File: src/rtl/uart_pkg.sv
// Shared types and default framing constants for the UART receive path.
package uart_pkg;

    localparam int unsigned DefaultDataW = 8;
    localparam int unsigned DefaultOsr   = 16;

    typedef enum logic [2:0] {
        StIdle,
        StStart,
        StData,
        StParity,
        StStop,
        StBreak
    } rx_state_e;

endpackage

File: src/rtl/uart_baud_tick.sv
// Free-running oversample tick generator: one tick every baud_div+1 clocks.
module uart_baud_tick #(
    parameter int unsigned DIV_W = 16
) (
    input  logic             clk,
    input  logic             rst,
    input  logic [DIV_W-1:0] baud_div,
    output logic             tick
);

    logic [DIV_W-1:0] cnt;

    assign tick = (cnt == baud_div);

    always_ff @(posedge clk or posedge rst) begin
        if (rst) begin
            cnt <= '0;
        end else if (tick) begin
            cnt <= '0;
        end else begin
            cnt <= cnt + 1'b1;
        end
    end

endmodule

File: src/rtl/uart_rx_deser.sv
// UART receive deserializer feeding the RX FIFO write port; registered
// write strobe and single-cycle framing/parity/overrun error pulses.
module uart_rx_deser
    import uart_pkg::*;
#(
    parameter int unsigned DATA_W     = DefaultDataW,
    parameter int unsigned OSR        = DefaultOsr,
    parameter int unsigned DIV_W      = 16,
    parameter int unsigned PARITY_EN  = 0,
    parameter int unsigned PARITY_ODD = 0
) (
    input  logic              wrt_clk,
    input  logic              wrst,
    input  logic [DIV_W-1:0]  baud_div,
    input  logic              rx_in,
    input  logic              wfull,
    output logic              wrt_en,
    output logic [DATA_W-1:0] wrt_data,
    output logic              frame_err,
    output logic              parity_err,
    output logic              overrun_err
);

    localparam int unsigned SW = $clog2(OSR);
    localparam int unsigned BW = (DATA_W > 1) ? $clog2(DATA_W) : 1;

    localparam logic [SW-1:0] HalfLast = SW'(OSR / 2 - 1);
    localparam logic [SW-1:0] BitLast  = SW'(OSR - 1);
    localparam logic [BW-1:0] DataLast = BW'(DATA_W - 1);
    localparam logic          OddBit   = (PARITY_ODD != 0);
    localparam logic          ParityOn = (PARITY_EN != 0);

    logic              tick;
    logic              rx_meta;
    logic              rx_s;
    rx_state_e         state;
    logic [SW-1:0]     sample_cnt;
    logic [BW-1:0]     bit_cnt;
    logic [DATA_W-1:0] shreg;
    logic              par_bad;

    uart_baud_tick #(
        .DIV_W(DIV_W)
    ) u_tick (
        .clk     (wrt_clk),
        .rst     (wrst),
        .baud_div(baud_div),
        .tick    (tick)
    );

    // Line idles high, so the synchronizer resets to 1 to avoid a false start.
    always_ff @(posedge wrt_clk or posedge wrst) begin
        if (wrst) begin
            rx_meta <= 1'b1;
            rx_s    <= 1'b1;
        end else begin
            rx_meta <= rx_in;
            rx_s    <= rx_meta;
        end
    end

    always_ff @(posedge wrt_clk or posedge wrst) begin
        if (wrst) begin
            state       <= StIdle;
            sample_cnt  <= '0;
            bit_cnt     <= '0;
            shreg       <= '0;
            par_bad     <= 1'b0;
            wrt_en      <= 1'b0;
            wrt_data    <= '0;
            frame_err   <= 1'b0;
            parity_err  <= 1'b0;
            overrun_err <= 1'b0;
        end else begin
            wrt_en      <= 1'b0;
            frame_err   <= 1'b0;
            parity_err  <= 1'b0;
            overrun_err <= 1'b0;
            if (tick) begin
                case (state)
                    StIdle: begin
                        if (!rx_s) begin
                            state      <= StStart;
                            sample_cnt <= '0;
                            par_bad    <= 1'b0;
                        end
                    end
                    StStart: begin
                        if (sample_cnt == HalfLast) begin
                            if (rx_s) begin
                                state <= StIdle;
                            end else begin
                                state      <= StData;
                                sample_cnt <= '0;
                                bit_cnt    <= '0;
                            end
                        end else begin
                            sample_cnt <= sample_cnt + 1'b1;
                        end
                    end
                    StData: begin
                        if (sample_cnt == BitLast) begin
                            // LSB arrives first and ends up at bit 0 after DATA_W shifts.
                            shreg      <= {rx_s, shreg[DATA_W-1:1]};
                            sample_cnt <= '0;
                            if (bit_cnt == DataLast) begin
                                bit_cnt <= '0;
                                state   <= ParityOn ? StParity : StStop;
                            end else begin
                                bit_cnt <= bit_cnt + 1'b1;
                            end
                        end else begin
                            sample_cnt <= sample_cnt + 1'b1;
                        end
                    end
                    StParity: begin
                        if (sample_cnt == BitLast) begin
                            par_bad    <= ((^shreg) ^ rx_s) != OddBit;
                            sample_cnt <= '0;
                            state      <= StStop;
                        end else begin
                            sample_cnt <= sample_cnt + 1'b1;
                        end
                    end
                    StStop: begin
                        if (sample_cnt == BitLast) begin
                            sample_cnt <= '0;
                            par_bad    <= 1'b0;
                            if (!rx_s) begin
                                frame_err <= 1'b1;
                                state     <= StBreak;
                            end else if (par_bad) begin
                                parity_err <= 1'b1;
                                state      <= StIdle;
                            end else if (wfull) begin
                                overrun_err <= 1'b1;
                                state       <= StIdle;
                            end else begin
                                wrt_en   <= 1'b1;
                                wrt_data <= shreg;
                                state    <= StIdle;
                            end
                        end else begin
                            sample_cnt <= sample_cnt + 1'b1;
                        end
                    end
                    StBreak: begin
                        if (rx_s) begin
                            state <= StIdle;
                        end
                    end
                    default: state <= StIdle;
                endcase
            end
        end
    end

endmodule

File: config.mk
export PLATFORM = sky130hd
export DESIGN_NAME = uart_rx_deser
export DESIGN_NICKNAME = d
export VERILOG_FILES = /design/src/rtl/uart_pkg.sv /design/src/rtl/uart_baud_tick.sv /design/src/rtl/uart_rx_deser.sv
export SDC_FILE = /design/constraint.sdc
export NUM_CORES = 1
export LEC_CHECK = 0
export ABC_AREA = 1
export CORE_ASPECT_RATIO = 2
export CORE_UTILIZATION = 59
export CTS_CLUSTER_DIAMETER = 120
export DETAILED_ROUTE_END_ITERATION = 12
export PLACE_DENSITY = 0.89
export SYNTH_ARGS = -nofsm -noshare
export SYNTH_HDL_FRONTEND = slang
export SYNTH_SLANG_ARGS = --single-unit
File: constraint.sdc
create_clock -name wrt_clk -period 3.7 [get_ports wrt_clk]
set_clock_uncertainty 0.1 [all_clocks]
set_input_delay 0.37 -clock wrt_clk [delete_from_list [all_inputs] [get_ports wrt_clk]]
set_output_delay 0.37 -clock wrt_clk [all_outputs]
set_load 0.02 [all_outputs]
==> results of run 1 <==
[layer usage]
| layer | vias up | GRT usage, % |
|---|---|---|
| met5 | - | 0 |
| met4 | 0 | 22.74 |
| li1 | 1445 | - |
| met2 | 80 | 47.86 |
| met1 | 1356 | 28.24 |
| met3 | 34 | 7.018 |
[synth_stat cells]
| cell | number |
|---|---|
| nand3_1 | 32 |
| inv_2 | 8 |
| o211ai_1 | 4 |
| nor3_1 | 5 |
| nand4_1 | 20 |
| nor2_8 | 1 |
| buf_8 | 2 |
| nor2_1 | 30 |
| ha_1 | 4 |
| nand2_2 | 5 |
| clkinv_1 | 1 |
| nand2_1 | 166 |
| xor2_1 | 8 |
| nor3_2 | 2 |
| dfrtp_1 | 47 |
| nand4_2 | 1 |
| buf_4 | 1 |
| o21ai_1 | 7 |
| or2_2 | 1 |
| inv_1 | 50 |
| nor2_2 | 9 |
| buf_2 | 6 |
| nand3b_1 | 1 |
| xnor2_1 | 7 |
| a21oi_1 | 10 |
| nand4_4 | 1 |
| o21ai_0 | 4 |
| a31oi_1 | 1 |
| nor2_4 | 2 |
| dfstp_2 | 2 |
| nor3b_1 | 2 |
[where the power goes]
part / internal, W / leakage, nW / switching, W
Sequential: 0.000560 / 0.654 / 0.0000410
Combinational: 0.0000708 / 1.14 / 0.0000903
Clock: 0.000135 / 0.0395 / 0.000174
[stage by stage]
stage	cells	total power [W]	area, um2	utilization (%)
global route	529	0.001133	3502	68.77
detailed placement	521	0.0007720	3422	67.20
global placement	521	0.0007645	3422	67.20
finish	529	0.001070	3502	68.77
CTS	529	0.001076	3502	68.77
floorplan	440	0.0007183	3099	-
[final cells by class]
cell class | instances | area [um2] | share of cell area, %
Sequential cell | 49 | 1229 | 35.08
Timing Repair Buffer | 32 | 317.8 | 9.075
Tap cell | 58 | 72.57 | 2.072
Clock buffer | 8 | 80.08 | 2.287
Multi-Input combinational cell | 323 | 1582 | 45.16
Inverter | 59 | 221.5 | 6.324
[cells by family (layout without fill, tap and decap cells)]
family,count (synthesis),in the layout,share of synthesized area [%]
buffers and inverters,68,99,9.326
DFF,49,49,39.64
adders and majority gates,4,4,1.615
xor gates and xnor gates,15,15,4.239
AOI/OAI and AO/OA,26,26,4.562
and+or+nand+nor,278,278,40.61
[how the worst min path moves through the flow]
stage / slack, ns / cells past startpoint / end / start
4_1_cts: 0.26 / 0 / rx_s$_DFF_PP1_ / rx_meta$_DFF_PP1_
6_report: 0.26 / 0 / rx_s$_DFF_PP1_ / rx_meta$_DFF_PP1_
5_1_grt: 0.27 / 0 / rx_s$_DFF_PP1_ / rx_meta$_DFF_PP1_
2_1_floorplan: 0.25 / 0 / rx_s$_DFF_PP1_ / rx_meta$_DFF_PP1_
3_3_place_gp: 0.25 / 0 / rx_s$_DFF_PP1_ / rx_meta$_DFF_PP1_
3_5_place_dp: 0.25 / 0 / rx_s$_DFF_PP1_ / rx_meta$_DFF_PP1_
[cells in the final DEF (no fill, tap or decap), drive strengths merged]
master         netlist  final
a21oi               10     10
a31oi                1      1
buf                  9      1
clkbuf               0      8
clkdlybuf4s50        0     31
clkinv               1      1
dfrtp               47     47
dfstp                2      2
ha                   4      4
inv                 58     58
nand2              171    171
nand3               32     32
nand3b               1      1
nand4               22     22
nor2                42     42
nor3                 7      7
nor3b                2      2
o211ai               4      4
o21ai               11     11
or2                  1      1
xnor2                7      7
xor2                 8      8
[state kept, by name, summed over array words and instances (netlist names), 3 cells and up]
register	count
bit_cnt	3
sample_cnt	4
shreg	8
state	3
u_tick.cnt	16
wrt_data	8
==> flow_summary.ini, run 1 <==
[floorplanning]
dieWidth_um = 53.25
io_pins = 32
core_area_mm2 = 0.005092
rows = 37
die_area_mm2 = 0.005564
start_util_pct = 60.86
die_h_um = 104.5

[drt]
drt_iter0_drc = 106
vias_per_cell = 5.510
routedLengthMet1_um = 2351
drt-total-wl_um = 6749
first_pass_iters = 4
drc = 0
wl_per_cell_um = 12.76
ant_nets = 0
vias = 2915
wl_met2_um = 3690
routed.top_layer = met4
wl_met3_um = 272

[sta]
setup_tns_ns = 0
rsz0062_at_grt = false
period_needed_ns = 2.223
worst_slack_ns = 1.477
hold_violations = 0
period_share_pct = 60.07
tightest_slew_ns = 0.9924
drv_slew = 0
max_freq_ghz = 0.4499
setup_viol = 0
hold_ws_ns = 0.2601
slew-limit-headroom_pct = 33.75

[critical_path]
rr_endpoint = sample_cnt[1]$_DFFE_PP0P_
worstSetupEndpoint = sample_cnt[1]$_DFFE_PP0P_
end_kind = flip-flop
path_delay_family = simple AND/OR/NAND/NOR gates
cp_max_fo = 37
r2r.worst_path.cells = 8
critical_path.startpoint = baud_div[4]
crit_buf_inv = 3
worstPathCellList = clkdlybuf4s50_1, inv_1, nand2_1, nand2_1, inv_1, nand2_1, nor2_1, nand2_2, nor2_8, nand2_1, nand2_1, nand2_1
crit_top_cell = nand2_1
rrSetupSlack_ns = 1.53
arrival_ns = 2.32
reg2reg_from = u_tick.cnt[5]$_DFF_PP0_
slowest_delay_ns = 0.47
cp_slowest_cell = clkdlybuf4s50_1
critPathLaunchType = input pin
crit_type = input pin to flip-flop
cp.depth = 12
crit_required_ns = 3.80

[clocking]
path_clk_slew_ns = 0.08
numCtsBuffers = 5
htree_levels = 2
cts_buffer_depth = 2
postCtsSetupRepairBufs = 0
tritoncts = built
clkSinkCount = 49
clkLatencyLatePin_ns = 0.31
post_cts_resized = 0
cts_root_buffer = clkbuf_8
hold_buffers = 0

[global_routing]
grt_antenna_before_repair = 0
globalRouteTotalUtil_pct = 28.82
grt_max_degree = 50
globalRouteOverflowTotal = 0
grt_pass1_vias = 2934
grt_pass1_wl_um = 11850

[logic_synthesis]
postSynthNetCount = 464
netlist.area_leader.share_pct = 37.95
ys_ff_latch = 49
syn_area_per_cell_um2 = 7.044
synth_area_mm2 = 0.003099
synth_cell_type_count = 31
yosysTopAreaCell = dfrtp_1
ys_seq_area_share_pct = 39.64
syn_inst = 440
synthTopCellsByArea = dfrtp_1 (38%), nand2_1 (20%), inv_1 (6.1%)
ys_warn_count = 0

[placement]
hpwlAfterDp_um = 5114
place_ws_ns = 1.260
place.gp.congestion = 0.8838
port_buffers = 31

[hold_path]
min_path_type = flip-flop to flip-flop

[final_layout]
diodes = 0
layout-drive-gt1-share_pct = 8.280
fill_cells = 447
area_growth_pct = 13.00
nNetsFinal = 494

[power_and_ir_drop]
p_leak_nw = 1.835
power_density_mw_per_mm2 = 305.6
peakVddDrop_mv = 0.3104

[job]
cap_viol_max_count = 0

[outcome]
status = complete, no violations
Note: power is estimated with default switching activity, not from simulation.
==> run 2: changes to the inputs <==
--- a/config.mk
+++ b/config.mk
@@ -7,10 +7,10 @@
 export LEC_CHECK = 0
 export ABC_AREA = 1
 export CORE_ASPECT_RATIO = 2
-export CORE_UTILIZATION = 59
+export CORE_UTILIZATION = 52
 export CTS_CLUSTER_DIAMETER = 120
 export DETAILED_ROUTE_END_ITERATION = 12
-export PLACE_DENSITY = 0.89
+export PLACE_DENSITY = 0.84
 export SYNTH_ARGS = -nofsm -noshare
 export SYNTH_HDL_FRONTEND = slang
 export SYNTH_SLANG_ARGS = --single-unit
==> constraint.sdc (replaced) <==
create_clock -name wrt_clk -period 1.9 [get_ports wrt_clk]
set_clock_uncertainty 0.1 [all_clocks]
set_input_delay 0.19 -clock wrt_clk [delete_from_list [all_inputs] [get_ports wrt_clk]]
set_output_delay 0.19 -clock wrt_clk [all_outputs]
set_load 0.02 [all_outputs]
==> run 2 against run 1 <==
Hold slack worse by 0.14 ns; setup slack worse by 1.4 ns; first-iteration DRC count down 2.8%; sequential cell count unchanged; via count down 0.21%; die area up 13%; critical endpoint is now u_tick.cnt[12]$_DFF_PP0_; wire length up 4.0%; sequential share of layout area down 2.4 points.
==> flow_summary.ini, run 2 (synthesis results as in run 1) <==
[outcome]
status = complete, no violations

[drt]
vias = 2909
ant_nets = 0
drt-total-wl_um = 7019
drt_iter0_drc = 103
wl_per_cell_um = 12.90
drc = 0
vias_per_cell = 5.347
first_pass_iters = 4

[power_and_ir_drop]
p_leak_nw = 1.964
power_density_mw_per_mm2 = 698.1
peakVddDrop_mv = 0.8892

[final_layout]
final_cell_area_mm2 = 0.003760
largest_reg_flops = 16
area_growth_pct = 21.32
mostFrequentLayoutCells = nand2_1 (166), inv_1 (48), dfrtp_1 (47)
nNetsFinal = 506
top_regs = u_tick.cnt (16), shreg (8), wrt_data (8)
layout_commonest_cell = nand2_1
layout-drive-gt1-share_pct = 11.80
diodes = 0
post-route-util_pct = 65.86
instances_no_fill = 544
regMostFlops = u_tick.cnt

[global_routing]
grt_pass1_wl_um = 11750
grt_max_degree = 22
globalRouteTotalUtil_pct = 23.68
grt_pass1_vias = 2909
globalRouteOverflowTotal = 0
grt_antenna_before_repair = 0

[sta]
max_freq_ghz = 0.5576
hold_violations = 0
tightest_slew_ns = 0.4453
setup_viol = 0
slew-limit-headroom_pct = 70.27
period_needed_ns = 1.793
period_share_pct = 94.39
drv_slew = 0
worst_slack_ns = 0.1066
setup_tns_ns = 0

[critical_path]
cp_slowest_cell = dfrtp_1
critPathLaunchType = flip-flop
crit_top_cell = nand3_1
end_kind = flip-flop
worstPathCellList = ha_1, nand3_1, nor2_2, nand2_1, nor3_2, nand3_1, a21oi_1
crit_type = flip-flop to flip-flop
slowest_delay_ns = 0.41
crit_required_ns = 2.02
crit_buf_inv = 0
cp_max_fo = 5
arrival_ns = 1.91
path_delay_family = simple AND/OR/NAND/NOR gates

[clocking]
numCtsBuffers = 5
clkLatencyLatePin_ns = 0.30
cts_buffer_depth = 2
cts_root_buffer = clkbuf_16
clkSinkCount = 49
tritoncts = built
path_clk_slew_ns = 0.07
htree_levels = 2

[floorplanning]
dieWidth_um = 56.59
rows = 39
start_util_pct = 54.28
core_area_mm2 = 0.005709
die_h_um = 111.2
die_area_mm2 = 0.006292
io_pins = 32

[job]
cap_viol_max_count = 0

[hold_path]
min_path_type = input pin to async pin

[placement]
placedCellCount = 535
port_buffers = 31
place.gp.congestion = 0.9072
dpl_cell_area_mm2 = 0.003533
hpwlAfterDp_um = 5466
place_ws_ns = -0.09223
==> run 2: changes by cell type in the layout (fill, tap and decap cells not counted), sizes merged <==
| cell | before | now |
|---|---|---|
| bufinv | 0 | 2 |
| clkbuf | 8 | 5 |
| clkinv | 1 | 2 |
| buf | 1 | 13 |
==> run 2: path summary, 6_finish.rpt <==
| check | to | cells after the start | start | slack, ns |
|---|---|---|---|---|
| max | u_tick.cnt[12]$_DFF_PP0_ | 7 | u_tick.cnt[0]$_DFF_PP0_ | 0.11 |
| min | u_tick.cnt[6]$_DFF_PP0_ | 2 | wrst | 0.12 |
| max reg2reg | u_tick.cnt[12]$_DFF_PP0_ | 7 | u_tick.cnt[0]$_DFF_PP0_ | 0.11 |
| min reg2reg | rx_s$_DFF_PP1_ | 0 | rx_meta$_DFF_PP1_ | 0.26 |
| max in group asynchronous | rx_meta$_DFF_PP1_ | 3 | wrst | 1.04 |
| min in group wrt_clk | rx_meta$_DFF_PP1_ | 1 | rx_in | 0.20 |
==> run 2: worst reg2reg max path, cell delays in order (launching register included) <==
cell and delay, ns:
dfrtp_1 0.41, ha_1 0.21, nand3_1 0.13, nor2_2 0.13
nand2_1 0.14, nor3_2 0.31, nand3_1 0.12, a21oi_1 0.17
==> run 2: area by class of cell <==
cell class,count,area [um2]
Multi-Input combinational cell,323,1610
Fill cell,470,1949
Tap cell,61,76.32
Sequential cell,49,1229
Timing Repair Buffer,44,432.9
Clock inverter,3,65.06
Clock buffer,5,125.1
Inverter,59,221.5
==> run 2: layer usage <==
metal,track usage [%],up-vias,part of all wire (%)
li1,-,1475,-
met1,22.16,1342,36
met2,44.63,71,57
met3,4.201,21,3.2
met4,14.96,0,3.8
met5,0,-,0
==> run 2: repair_timing <==
item                                    in CTS  in global routing
gates resized for setup                      0                  6
endpoints found under the setup margin       0                 15
buffers inserted                             0                  1
hold buffers                                 0                  0
==> run 2: stage by stage <==
stage | total power, W | hold WS (ns)
floorplan | 0.001399 | 0.09448
global placement | 0.001500 | 0.2469
detailed placement | 0.001515 | 0.2468
CTS | 0.002651 | 0.1325
global route | 0.002742 | 0.1582
finish | 0.002625 | 0.1186
==> run 2: power by group <==
group	switching [W]	internal, W
clock	0.000376	0.000751
combinational	0.000182	0.000146
sequential	0.0000785	0.00109
==> run 3: changes to the inputs <==
--- a/config.mk
+++ b/config.mk
@@ -10,7 +10,9 @@
 export CORE_UTILIZATION = 52
 export CTS_CLUSTER_DIAMETER = 120
 export DETAILED_ROUTE_END_ITERATION = 12
+export MAX_ROUTING_LAYER = met4
 export PLACE_DENSITY = 0.84
+export SKIP_CTS_REPAIR_TIMING = 1
 export SYNTH_ARGS = -nofsm -noshare
 export SYNTH_HDL_FRONTEND = slang
 export SYNTH_SLANG_ARGS = --single-unit
==> run 3 against run 2 <==
Wire length grew 0.11%; die area is the same; via count grew 0.96%; fmax down 0.86%; cell area stayed put; cell count is the same; combinational power hardly changed; sequential cell count is the same; hold slack worse by 0.0023 ns; sequential share of layout area did not move; clock-buffer cell count stayed put; largest cell class unchanged; highest routed layer unchanged.
==> flow_summary.ini, run 3 (synthesis results as in run 1) <==
[critical_path]
cp_slowest_cell = dfrtp_1
arrival_ns = 1.93
crit_buf_inv = 0
crit_top_cell = nand3_1
end_kind = flip-flop
worstPathCellList = ha_1, nand3_1, nor2_2, nand2_1, nor3_2, nand3_1, a21oi_1
slowest_delay_ns = 0.41
cp_max_fo = 5
crit_type = flip-flop to flip-flop
path_delay_family = simple AND/OR/NAND/NOR gates
crit_required_ns = 2.02
critPathLaunchType = flip-flop

[clocking]
numCtsBuffers = 5
cts_buffer_depth = 2
clkLatencyLatePin_ns = 0.30
tritoncts = built
htree_levels = 2
path_clk_slew_ns = 0.07
cts_root_buffer = clkbuf_16
clkSinkCount = 49

[final_layout]
area_growth_pct = 21.32
regMostFlops = u_tick.cnt
diodes = 0
instances_no_fill = 544
largest_reg_flops = 16
nNetsFinal = 506
top_regs = u_tick.cnt (16), shreg (8), wrt_data (8)
mostFrequentLayoutCells = nand2_1 (166), inv_1 (48), dfrtp_1 (47)
layout_commonest_cell = nand2_1
layout-drive-gt1-share_pct = 11.80

[placement]
port_buffers = 31
place.gp.congestion = 0.9228
hpwlAfterDp_um = 5466
placedCellCount = 535
place_ws_ns = -0.09223

[sta]
period_needed_ns = 1.809
setup_tns_ns = 0
tightest_slew_ns = 0.4435
setup_viol = 0
period_share_pct = 95.21
drv_slew = 0
hold_ws_ns = 0.1163
max_freq_ghz = 0.5528
hold_violations = 0
slew-limit-headroom_pct = 70.39
worst_slack_ns = 0.09108

[outcome]
status = complete, no violations

[drt]
ant_nets = 0
drt_iter0_drc = 97
vias_per_cell = 5.399
first_pass_iters = 4
wl_per_cell_um = 12.92
drt-total-wl_um = 7027
drc = 0
vias = 2937

[floorplanning]
start_util_pct = 54.28
dieWidth_um = 56.59
core_area_mm2 = 0.005709
die_h_um = 111.2
die_area_mm2 = 0.006292
rows = 39
io_pins = 32

[global_routing]
grt_max_degree = 22
grt_antenna_before_repair = 0
globalRouteTotalUtil_pct = 24.41
grt_pass1_vias = 2898
globalRouteOverflowTotal = 0
grt_pass1_wl_um = 11800

[power_and_ir_drop]
p_leak_nw = 1.964
power_density_mw_per_mm2 = 699.4
peakVddDrop_mv = 0.8960
p_total_w = 0.002630

[hold_path]
min_path_type = input pin to async pin

[job]
cap_viol_max_count = 0
[run 3: cell counts in the layout (fill, tap and decap cells not counted)]
Identical to the previous run, type by type.
[run 3: worst paths after layout]
path	start	to	slack (ns)	cells past startpoint
setup reg to reg	u_tick.cnt[0]$_DFF_PP0_	u_tick.cnt[12]$_DFF_PP0_	0.09	7
hold / removal	wrst	u_tick.cnt[6]$_DFF_PP0_	0.12	2
max in group asynchronous	wrst	rx_meta$_DFF_PP1_	1.05	3
hold reg to reg	rx_meta$_DFF_PP1_	rx_s$_DFF_PP1_	0.26	0
min in group wrt_clk	rx_in	rx_meta$_DFF_PP1_	0.20	1
setup / recovery	u_tick.cnt[0]$_DFF_PP0_	u_tick.cnt[12]$_DFF_PP0_	0.09	7
[run 3: metal layers]
metal / track usage, % / up-vias / wire [um]
met2: 44.78 / 68 / 3936
met5: - / - / 0
met3: 4.201 / 23 / 239
met1: 22.47 / 1370 / 2551
met4: 14.47 / 0 / 300
li1: - / 1476 / -
[run 3: final cells by class]
type                       instances  area (um2)
clock buffer                       5       125.1
clock inverter                     3       65.06
fill                             470        1949
inverter                          59       221.5
multi-input combinational        323        1610
sequential                        49        1229
tap                               61       76.32
timing repair buffer              44       432.9
[run 3: stage by stage]
step,util [%],area [um2]
5_1_grt,65.86,3760
2_1_floorplan,-,3099
3_5_place_dp,61.89,3533
6_report,65.86,3760
3_3_place_gp,61.89,3533
4_1_cts,65.22,3724
[run 3: worst reg2reg max path, delay by kind of cell, from the launching register on]
kind,cells,cell delay (ns)
adders and majority gates,1,0.21
DFF,1,0.41
AOI/OAI and AO/OA,1,0.17
and+or+nand+nor,5,0.85
[run 3: where the power goes]
group | switching, W | leakage, nW | internal (W)
Sequential | 0.0000787 | 0.654 | 0.00109
Combinational | 0.000182 | 1.22 | 0.000146
Clock | 0.000381 | 0.0938 | 0.000751
